## config.mk

```make
export PLATFORM = sky130hd
export DESIGN_NAME = ctrl_fsm
export DESIGN_NICKNAME = d
export VERILOG_FILES = /design/src/rtl/mycpu_pkg.sv /design/src/rtl/ctrl_fsm_svamod.sv /design/src/rtl/mem_watchdog.sv /design/src/rtl/ctrl_fsm.sv
export SDC_FILE = /design/constraint.sdc
export NUM_CORES = 1
export LEC_CHECK = 0
export CORE_MARGIN = 8
export CORE_UTILIZATION = 43
export DETAILED_ROUTE_END_ITERATION = 16
export DONT_BUFFER_PORTS = 1
export SLEW_MARGIN = 20
export SYNTH_ARGS = -nofsm -noshare
export SYNTH_HDL_FRONTEND = slang
export SYNTH_SLANG_ARGS = --single-unit
```

## constraint.sdc

```tcl
create_clock -name clk -period 2.9 [get_ports clk]
set_input_delay 0.725 -clock clk [delete_from_list [all_inputs] [get_ports clk]]
set_output_delay 0.725 -clock clk [all_outputs]
set_load 0.005 [all_outputs]
```

## src/rtl/mycpu_pkg.sv

```systemverilog
`default_nettype none
// ============================================================================
//  Module      : mycpu_pkg
//  Description : Shared types and constants for the 16-bit CPU control path:
//                controller state encoding, opcode values and PC-select codes.
//  Revision    : 1.0 - initial release
// ============================================================================
package mycpu_pkg;

    // Controller states, explicitly encoded
    typedef enum logic [2:0] {
        ST_FETCH  = 3'd0,
        ST_DECODE = 3'd1,
        ST_EXEC   = 3'd2,
        ST_MEM    = 3'd3,
        ST_HALT   = 3'd4
    } ctrl_state_t;

    // Opcodes live in ins[15:12]; 0001..0111 are ALU operations
    localparam logic [3:0] OP_NOP  = 4'h0;
    localparam logic [3:0] OP_LD   = 4'h8;
    localparam logic [3:0] OP_ST   = 4'h9;
    localparam logic [3:0] OP_BZ   = 4'hA;
    localparam logic [3:0] OP_BNZ  = 4'hB;
    localparam logic [3:0] OP_JMP  = 4'hC;
    localparam logic [3:0] OP_HALT = 4'hF;

    // PC select codes, shared with the PC block
    localparam logic [1:0] PS_HOLD = 2'b00;
    localparam logic [1:0] PS_INC  = 2'b01;
    localparam logic [1:0] PS_BRA  = 2'b10;
    localparam logic [1:0] PS_JMP  = 2'b11;

    // True for the register-to-register ALU opcode group
    function automatic logic is_alu_op(input logic [3:0] op);
        return (op >= 4'h1) && (op <= 4'h7);
    endfunction

endpackage : mycpu_pkg
`default_nettype wire

```

## src/rtl/ctrl_fsm_svamod.sv

```systemverilog
`default_nettype none
// ============================================================================
//  Module      : ctrl_fsm_svamod
//  Description : Companion assertions for ctrl_fsm: unknown-value checks,
//                quiet outputs during reset, PC-select / IR-load exclusivity
//                and memory request held until acknowledged.
//  Revision    : 1.0 - initial release
// ============================================================================
module ctrl_fsm_svamod (
    input logic        clk,
    input logic        rst,
    input logic [15:0] i_ins,
    input logic        i_ack,
    input logic [1:0]  i_ps,
    input logic        i_ir_load,
    input logic        i_rf_we,
    input logic        i_wb_sel,
    input logic [2:0]  i_alu_op,
    input logic        i_mem_req,
    input logic        i_mem_we,
    input logic        i_addr_sel,
    input logic        i_halted,
    input logic        i_bus_err,
    input logic        i_illegal
);

    logic [13:0] w_ctrl;
    assign w_ctrl = {i_ps, i_ir_load, i_rf_we, i_wb_sel, i_alu_op,
                     i_mem_req, i_mem_we, i_addr_sel, i_halted, i_illegal, i_bus_err};

    // Control outputs never carry X/Z out of reset
    a_ctrl_known: assert property (@(posedge clk) disable iff (rst)
        !$isunknown(w_ctrl));

    // A PC update only happens with a valid instruction in the IR
    a_ins_known: assert property (@(posedge clk) disable iff (rst)
        (i_ps != 2'b00) |-> !$isunknown(i_ins));

    // Everything except the sticky error is silent while reset is held
    a_rst_quiet: assert property (@(posedge clk)
        rst |-> (w_ctrl[13:1] == 13'd0 && !i_bus_err));

    // The IR is never loaded in the same cycle as a PC update
    a_ps_irl_excl: assert property (@(posedge clk) disable iff (rst)
        !(i_ir_load && (i_ps != 2'b00)));

    // A pending request stays up until ack, unless the watchdog fires
    a_req_held: assert property (@(posedge clk) disable iff (rst)
        (i_mem_req && !i_ack) |=> (i_mem_req || i_bus_err));

endmodule : ctrl_fsm_svamod
`default_nettype wire

```

## src/rtl/mem_watchdog.sv

```systemverilog
`default_nettype none
// ============================================================================
//  Module      : mem_watchdog
//  Description : Wait-cycle counter for the shared memory request. Flags the
//                cycle in which one more unacknowledged wait would reach
//                MEM_TIMEOUT, so an ack in that same cycle still wins.
//  Revision    : 1.0 - initial release
// ============================================================================
module mem_watchdog #(
    parameter int MEM_TIMEOUT = 255
) (
    input  logic clk,
    input  logic rst,
    input  logic i_clr,
    input  logic i_req,
    input  logic i_ack,
    output logic o_at_limit
);

    // Count value held during the last permitted wait cycle
    localparam logic [7:0] c_LAST_WAIT = 8'(MEM_TIMEOUT - 1);

    logic [7:0] r_count;

    // Wait counter: cleared on every state change, counts unacknowledged requests
    always_ff @(posedge clk or posedge rst) begin
        if (rst) begin
            r_count <= 8'd0;
        end else if (i_clr) begin
            r_count <= 8'd0;
        end else if (i_req && !i_ack) begin
            r_count <= r_count + 8'd1;
        end
    end

    assign o_at_limit = (r_count == c_LAST_WAIT);

endmodule : mem_watchdog
`default_nettype wire

```

## src/rtl/ctrl_fsm.sv

```systemverilog
`default_nettype none
// ============================================================================
//  Module      : ctrl_fsm
//  Description : Multi-cycle control unit of the 16-bit CPU. Sequences each
//                instruction through FETCH, DECODE, EXEC and optional MEM,
//                drives PC select, IR load, register write and the memory
//                handshake, halts on HALT or memory timeout and counts
//                retired instructions.
//  Revision    : 1.0 - initial release
// ============================================================================
module ctrl_fsm
    import mycpu_pkg::*;
#(
    parameter int MEM_TIMEOUT = 255
) (
    input  logic        clk,
    input  logic        rst,
    input  logic [15:0] ins_in,
    input  logic        zero_in,
    input  logic        mem_ack_in,
    output logic [1:0]  ps_out,
    output logic        ir_load_out,
    output logic        rf_we_out,
    output logic        wb_sel_out,
    output logic [2:0]  alu_op_out,
    output logic        mem_req_out,
    output logic        mem_we_out,
    output logic        addr_sel_out,
    output logic        halted_out,
    output logic        bus_err_out,
    output logic        illegal_out,
    output logic [15:0] retired_out
);

    ctrl_state_t r_state;
    ctrl_state_t w_state_nxt;

    logic [3:0]  w_op;
    logic [1:0]  w_ps;
    logic        w_ir_load;
    logic        w_rf_we;
    logic        w_wb_sel;
    logic        w_mem_req;
    logic        w_mem_we;
    logic        w_addr_sel;
    logic        w_halted;
    logic        w_illegal;
    logic        w_timeout;
    logic        w_at_limit;
    logic        w_wd_clr;
    logic        r_bus_err;
    logic [15:0] r_retired;

    assign w_op = ins_in[15:12];

    // State register
    always_ff @(posedge clk or posedge rst) begin
        if (rst) begin
            r_state <= ST_FETCH;
        end else begin
            r_state <= w_state_nxt;
        end
    end

    // Next-state and control decode from state, opcode, zero flag and ack
    always_comb begin
        w_state_nxt = r_state;
        w_ps        = PS_HOLD;
        w_ir_load   = 1'b0;
        w_rf_we     = 1'b0;
        w_wb_sel    = 1'b0;
        w_mem_req   = 1'b0;
        w_mem_we    = 1'b0;
        w_addr_sel  = 1'b0;
        w_halted    = 1'b0;
        w_illegal   = 1'b0;
        w_timeout   = 1'b0;
        case (r_state)
            ST_FETCH: begin
                w_mem_req = 1'b1;
                if (mem_ack_in) begin
                    w_ir_load   = 1'b1;
                    w_state_nxt = ST_DECODE;
                end else if (w_at_limit) begin
                    w_timeout   = 1'b1;
                    w_state_nxt = ST_HALT;
                end
            end
            ST_DECODE: begin
                w_state_nxt = ST_EXEC;
            end
            ST_EXEC: begin
                w_state_nxt = ST_FETCH;
                if (w_op == OP_NOP) begin
                    w_ps = PS_INC;
                end else if (is_alu_op(w_op)) begin
                    w_rf_we = 1'b1;
                    w_ps    = PS_INC;
                end else if (w_op == OP_BZ) begin
                    w_ps = zero_in ? PS_BRA : PS_INC;
                end else if (w_op == OP_BNZ) begin
                    w_ps = zero_in ? PS_INC : PS_BRA;
                end else if (w_op == OP_JMP) begin
                    w_ps = PS_JMP;
                end else if (w_op == OP_LD || w_op == OP_ST) begin
                    w_state_nxt = ST_MEM;
                end else if (w_op == OP_HALT) begin
                    w_state_nxt = ST_HALT;
                end else begin
                    w_illegal = 1'b1;
                    w_ps      = PS_INC;
                end
            end
            ST_MEM: begin
                w_mem_req  = 1'b1;
                w_addr_sel = 1'b1;
                w_mem_we   = (w_op == OP_ST);
                if (mem_ack_in) begin
                    if (w_op == OP_LD) begin
                        w_rf_we  = 1'b1;
                        w_wb_sel = 1'b1;
                    end
                    w_ps        = PS_INC;
                    w_state_nxt = ST_FETCH;
                end else if (w_at_limit) begin
                    w_timeout   = 1'b1;
                    w_state_nxt = ST_HALT;
                end
            end
            ST_HALT: begin
                w_halted = 1'b1;
            end
            default: begin
                w_state_nxt = ST_FETCH;
            end
        endcase
    end

    // Any state change restarts the wait count, covering entry to FETCH and MEM
    assign w_wd_clr = (w_state_nxt != r_state);

    mem_watchdog #(
        .MEM_TIMEOUT (MEM_TIMEOUT)
    ) u_mem_watchdog (
        .clk        (clk),
        .rst        (rst),
        .i_clr      (w_wd_clr),
        .i_req      (w_mem_req),
        .i_ack      (mem_ack_in),
        .o_at_limit (w_at_limit)
    );

    // Sticky bus-error flag, cleared only by reset
    always_ff @(posedge clk or posedge rst) begin
        if (rst) begin
            r_bus_err <= 1'b0;
        end else if (w_timeout) begin
            r_bus_err <= 1'b1;
        end
    end

    // Retired-instruction counter: one count per PC update, wraps naturally
    always_ff @(posedge clk or posedge rst) begin
        if (rst) begin
            r_retired <= 16'd0;
        end else if (ps_out != PS_HOLD) begin
            r_retired <= r_retired + 16'd1;
        end
    end

    // Reset silences every control output immediately, even mid-instruction
    assign ps_out       = rst ? PS_HOLD : w_ps;
    assign ir_load_out  = !rst && w_ir_load;
    assign rf_we_out    = !rst && w_rf_we;
    assign wb_sel_out   = !rst && w_wb_sel;
    assign alu_op_out   = rst ? 3'd0 : ins_in[14:12];
    assign mem_req_out  = !rst && w_mem_req;
    assign mem_we_out   = !rst && w_mem_we;
    assign addr_sel_out = !rst && w_addr_sel;
    assign halted_out   = !rst && w_halted;
    assign illegal_out  = !rst && w_illegal;
    assign bus_err_out  = r_bus_err;
    assign retired_out  = r_retired;

    ctrl_fsm_svamod u_ctrl_fsm_svamod (
        .clk        (clk),
        .rst        (rst),
        .i_ins      (ins_in),
        .i_ack      (mem_ack_in),
        .i_ps       (ps_out),
        .i_ir_load  (ir_load_out),
        .i_rf_we    (rf_we_out),
        .i_wb_sel   (wb_sel_out),
        .i_alu_op   (alu_op_out),
        .i_mem_req  (mem_req_out),
        .i_mem_we   (mem_we_out),
        .i_addr_sel (addr_sel_out),
        .i_halted   (halted_out),
        .i_bus_err  (bus_err_out),
        .i_illegal  (illegal_out)
    );

endmodule : ctrl_fsm
`default_nettype wire

```

# Yosys cells after proc, flatten, opt, wreduce, memory -nomap -nowiden
# Index checks and enable logic that the tools add are counted.
word_totals:
  word_cells: 87
  inputBits: 20
  out_inout_bits: 30
  register_bits: 28
classes:
  eq_ne: 12
  n_reduce_logical: 18
  order_cmp: 2
  mux: 49
  addsub: 2
ops:
  columns: ["operator", "n"]
  rows:
  - ["2-to-1 mux 3 bit", 11]
  - ["2-to-1 mux 1 bit", 25]
  - ["== test 4 bit, second input constant", 6]
  - ["adder 16 x 1 -> 16 bit, second input constant", 1]
  - ["2-to-1 mux 2 bit", 8]
  - ["2-to-1 mux 8 bit", 2]
  - ["case mux 3 bit (5 select lines)", 1]
  - ["logical AND 1 bit", 10]
  - ["adder 8 x 1 -> 8 bit, second input constant", 1]
  - ["== test 8 bit, second input constant", 1]
  - ["== test 3 x 2 -> 1 bit, second input constant", 2]
  - ["greater-or-equal comparator 4 x 1 -> 1 bit, second input constant", 1]
  - ["<= comparator 4 x 3 -> 1 bit, second input constant", 1]
  - ["zero test 4 bit", 1]
  - ["case mux 2 bit (2 select lines)", 1]
  - ["nonzero test 2 bit", 2]
  - ["== test 3 x 1 -> 1 bit, second input constant", 1]
  - ["== test 3 bit, second input constant", 1]
  - ["zero test 3 bit", 1]
  - ["inequality test 3 bit", 1]
  - ["zero test 1 bit", 2]
  - ["case mux 1 bit (2 select lines)", 1]
  - ["OR reduction 2 bit", 1]
  - ["logical OR 1 bit", 1]

# Longest topological paths before layout
depth:
  depth_word: 11
  mapped_depth: 7
  ltp_nobuf: 7

# Modules after synthesis
# A second synthesis with hierarchy kept.
unflattened:
  cells_unflattened: 176
  area_unflattened_um2: 1665.3
by_module_without_submodules:
  columns: ["mod", "area_each_um2", "cells_each", "instances", "seq_area_each_um2"]
  rows:
  - ["ctrl_fsm", 1202.4, 131, 1, 500.5]
  - ["mem_watchdog", 462.9, 45, 1, 200.2]

# Worst setup path after synthesis
# No wires, ideal clock.
synth_timing:
  path_type: "in2out"
  from: "input ins_in[13]"
  to: "output rf_we_out"
  arrival_ns: 1.885
  stages: 5
  setup_slack_ns: 0.290
  path_cell_list: "clkbuf_1 -> nor4b_1 -> nand3_1 -> nor3b_1 -> o211a_1"
synth_between:
  elab_chain_cells: 6
  elab_cells_between_ends: 11
  classes_between: "order compare (2); eq/ne (1); mux (5); reduce/logical (3)"
synth_rtl:
  columns: ["element", "line_no", "rtl"]
  rows:
  - ["from (decl)", "ctrl_fsm.sv:18", "input logic [15:0] ins_in,"]
  - ["greater-or-equal comparator 4 x 1 -> 1 bit or <= comparator 4 x 3 -> 1 bit (tied branches)", "mycpu_pkg.sv:36", "return (op >= 4'h1) && (op <= 4'h7);"]
  - ["logical AND 1 bit", "mycpu_pkg.sv:36", null]
  - ["2-to-1 mux 1 bit", "ctrl_fsm.sv:96", "end else if (is_alu_op(w_op)) begin"]
  - ["2-to-1 mux 1 bit", "ctrl_fsm.sv:94", "if (w_op == OP_NOP) begin"]
  - ["case mux 1 bit (2 select lines) (*)", "ctrl_fsm.sv:78", "case (r_state)"]
  - ["logical AND 1 bit (*)", "ctrl_fsm.sv:174", "assign rf_we_out = !rst && w_rf_we;"]
  - ["to (decl)", "ctrl_fsm.sv:23", "output logic rf_we_out,"]
# Every way passes the cells marked *; elsewhere a longest branch is shown, timed or not.

# Worst setup path after layout
layout_timing:
  from: "register r_state[2]"
  to: "output rf_we_out"
layout_between:
  elab_chain_cells: 3
  elab_cells_between_ends: 4
  classes_between: "eq/ne (2); mux (1); reduce/logical (1)"
layout_rtl:
  columns: ["element", "line_no", "rtl"]
  rows:
  - ["from (decl)", "ctrl_fsm.sv:35", "ctrl_state_t r_state;"]
  - ["from (signal assigned)", "ctrl_fsm.sv:61", "r_state <= w_state_nxt;"]
  - ["== test 3 x 2 -> 1 bit", "ctrl_fsm.sv:78", null]
  - ["case mux 1 bit (2 select lines) (*)", "ctrl_fsm.sv:78", null]
  - ["logical AND 1 bit (*)", "ctrl_fsm.sv:174", null]
# Marked as above.

==> metrics.md <==
| Metric | Value |
|---|---|
| Core area | about 4000 sq um |
| Final min period | about 2.6 ns |
| Vias per cell | 5.69 |
| Port Buf Inserts | 0 |
| Max Clock Skew | about 0.0035 ns |
| Setup bufs post-CTS | 0 |
| Internal | ~760 uW |
| Peak per-stage delay on the critical path | roughly 0.54 ns |
| Gate power share | 26.0% |
| Final Instance Area | between 1500 and 2000 sq um |
| Die Y-Extent | between 70 and 80 um |
| Vias in the first global route | around 1300 |
| First-pass DRT Iterations | 4 |
| Critical Path RT | 2.17 ns |
| Synth Flop Type | dfrtp_1 |
| WS Path Type | reg -> out |
| Power share of the sequential group | 48.2% |
| Sequential area share after synthesis | between 40% and 50% |
| GPL Wtd Cong | around 0.8 |
| # nets final | 207 |
| Share of flip-flops with an asynchronous set or reset | 100% |
| Root Driver | clkbuf_8 |
| WL/cell | between 15 and 20 um |
| Initial antenna violation count | 0 |
| H-tree Lvls | 1 |
| Synth top area cells | dfrtp_1, xnor2_1, xor2_1, nor2_1, nand2_1 |
| WP data arrival | around 1.9 ns |
| Die area | 6220 sq um |
| Cell Area, Placed | roughly 1700 sq um |
| Final Util | a little under half |
| Hold buffer count at CTS | 0 |
| Ratio of cells with drive above 1 in the final layout | under 10% |
| CP max-delay cell | nor4b_1 |
| Rows | 23 |
| Number of library cell types mapped by synthesis | between 40 and 50 |
| Crit path max fanout | 7 |
| DR vias | ~1300 |
| Post-synth top area share | between 40% and 50% |
| Worst-Skew Late Latency | 0.27 ns |
| Post-Syn Nets | 207 |
| Fin. Hold Viols | 0 |
| ANT nets after route | 0 |
| Net Sw Power | between 400 and 500 uW |
| First-pass GRT wire length | ~5900 um |
| Worst path cell trace | nor4b_1 -> nand3_1 -> nor3b_1 -> o211a_1 |
| Tot Pwr | roughly 1200 uW |
| Gates resized, CTS repair | 0 |
| Cell count after synthesis | ~180 |
| EDFF count, synth | 0 |
| P_leak | around 0.00075 uW |
| Mapped Area | 1700 sq um |
| Fill cells | between 400 and 500 |
| Clk network pwr share | 25.7% |
| Largest area contributor in the netlist | dfrtp_1 |
| List of most frequent post-synthesis cells | dfrtp_1, nor2_1, nand2_1 |
| Fin. max-slew vios | 0 |
| Antenna cells | 0 |
| Num CTS Buffers | 3 |
| Finished Layout Cells | about 230 |
| Placed insts | 229 |
| IO Count | 50 |
| Final wirelength | between 3000 and 4000 um |
| Die W | approximately 80 um |
| Fin crit share | between 90% and 100% |
| PwrDens | 653 nW/um^2 |
| Ys Warns | 0 |
| Syn_area_per_cell | a little over 9 sq um |
| CTS tree | done |
| RSZ-0062 raised after global routing | no |
| Initial drt markers | 44 |
| Setup violations, final | 0 |
| Synth Register Bits | 28 |
| VDD IR max | 293 uV |
| Largest net degree at the start of global routing | 17 |
| Max-slew headroom at the worst pin | between 50% and 60% |
| Worst-margin pin slew | around 0.6 ns |
| Fmax achieved | 379 MHz |
| CTS Buffer Depth | 2 |
| Hold/Removal Path Class | in -> async |
| Hpwl dp | around 2800 um |
| Crit path capture type | output port |
| Total grt overflow | 0 |
| Worst setup SP type | register |
| Setup TNS | 0 ns |
| Status | completed |
| Clk slew on worst S/H paths | roughly 0.09 ns |
| Effective utilization at floorplan | about 43% |
| Sw frac | 35.7% |
| P&R area growth vs syn | 6.92% |
| Max-cap violations | 0 |
| Global-route usage over all layers | 11.4% |
| Top-count cell post-synth | dfrtp_1 |
| Clock Sinks | 28 |
| DRC errors left | 0 |
path summary, 6_finish.rpt:
check | from | end | slack, ns | cells past startpoint
worst max-delay path | r_state[2] | rf_we_out | 0.26 | 4
worst min-delay path | rst | r_state[2] | 0.40 | 2
worst max register to register | r_state[1] | retired_out[9] | 0.83 | 5
worst min register to register | retired_out[15] | retired_out[15] | 0.51 | 1
max in group asynchronous | rst | retired_out[6] | 2.31 | 2
min in group clk | retired_out[15] | retired_out[15] | 0.51 | 1
metal layers:
| metal | vias to the layer above | global-route usage, % | part of all wire [%] |
|---|---|---|---|
| li1 | 648 | - | - |
| met1 | 641 | 14.3 | 45 |
| met2 | 32 | 18.3 | 47 |
| met3 | 4 | 3.05 | 6.1 |
| met4 | 0 | 4.26 | 1.1 |
| met5 | - | 0 | 0 |
cell type report:
class	count	area [sq um]	share of cell area (%)
Multi-Input combinational cell	145	950	52.2
Sequential cell	28	701	38.5
Tap cell	50	62.6	3.44
Clock buffer	3	41.3	2.27
Clock inverter	1	30.0	1.65
Timing Repair Buffer	3	22.5	1.24
Inverter	3	11.3	0.619
registers in the layout, indices dropped and copies added, names as in the netlist:
register,count
retired_out,16
bus_err_out,1
u_mem_watchdog.r_count,8
r_state,3
logic make-up after synthesis:
logic type                 share of synthesized area [%]
AOI/OAI and AO/OA                                   11.6
xor gates and xnor gates                            12.4
adders and majority gates                           2.21
buffers and inverters                               2.94
DFF                                                 41.2
muxes                                              0.662
and+or+nand+nor                                     29.1
power groups by stage:
stage	Clock [uW]	Combinational, uW	Sequential (uW)
after floorplan	0	289	528
after global placement	0	301	577
after detailed placement	0	312	581
after CTS	317	314	573
after global routing	330	350	586
final	306	309	573
metrics by stage:
step	hold slack, ns	setup WS [ns]
6_report	0.402	0.261
3_3_place_gp	0.486	0.380
4_1_cts	0.399	0.228
2_1_floorplan	0.451	0.290
3_5_place_dp	0.503	0.311
5_1_grt	0.422	0.0520
layout by cell type, fill, tap and decap left out, types with 2 or more instances in the layout:
cell,instances
xnor2_1,14
inv_1,3
nand4_1,7
a211oi_1,2
o31ai_1,2
nor2_1,23
dfrtp_1,28
nand3_1,9
xor2_1,10
buf_4,3
nand2b_1,3
and4_1,3
a21oi_1,5
o21ai_0,4
nor4b_1,2
nor3_1,10
ha_1,3
nand2_1,15
and3_1,5
nor2b_1,4
nor3b_1,2
clkbuf_8,3
or3_1,2
worst max-delay path: cells and delay by family (launching register included):
kind / cells / cell delay [ns]
AOI/OAI and AO/OA: 1 / 0.21
DFF: 1 / 0.45
and+or+nand+nor: 3 / 0.98
(Power assumes the default switching activity.)
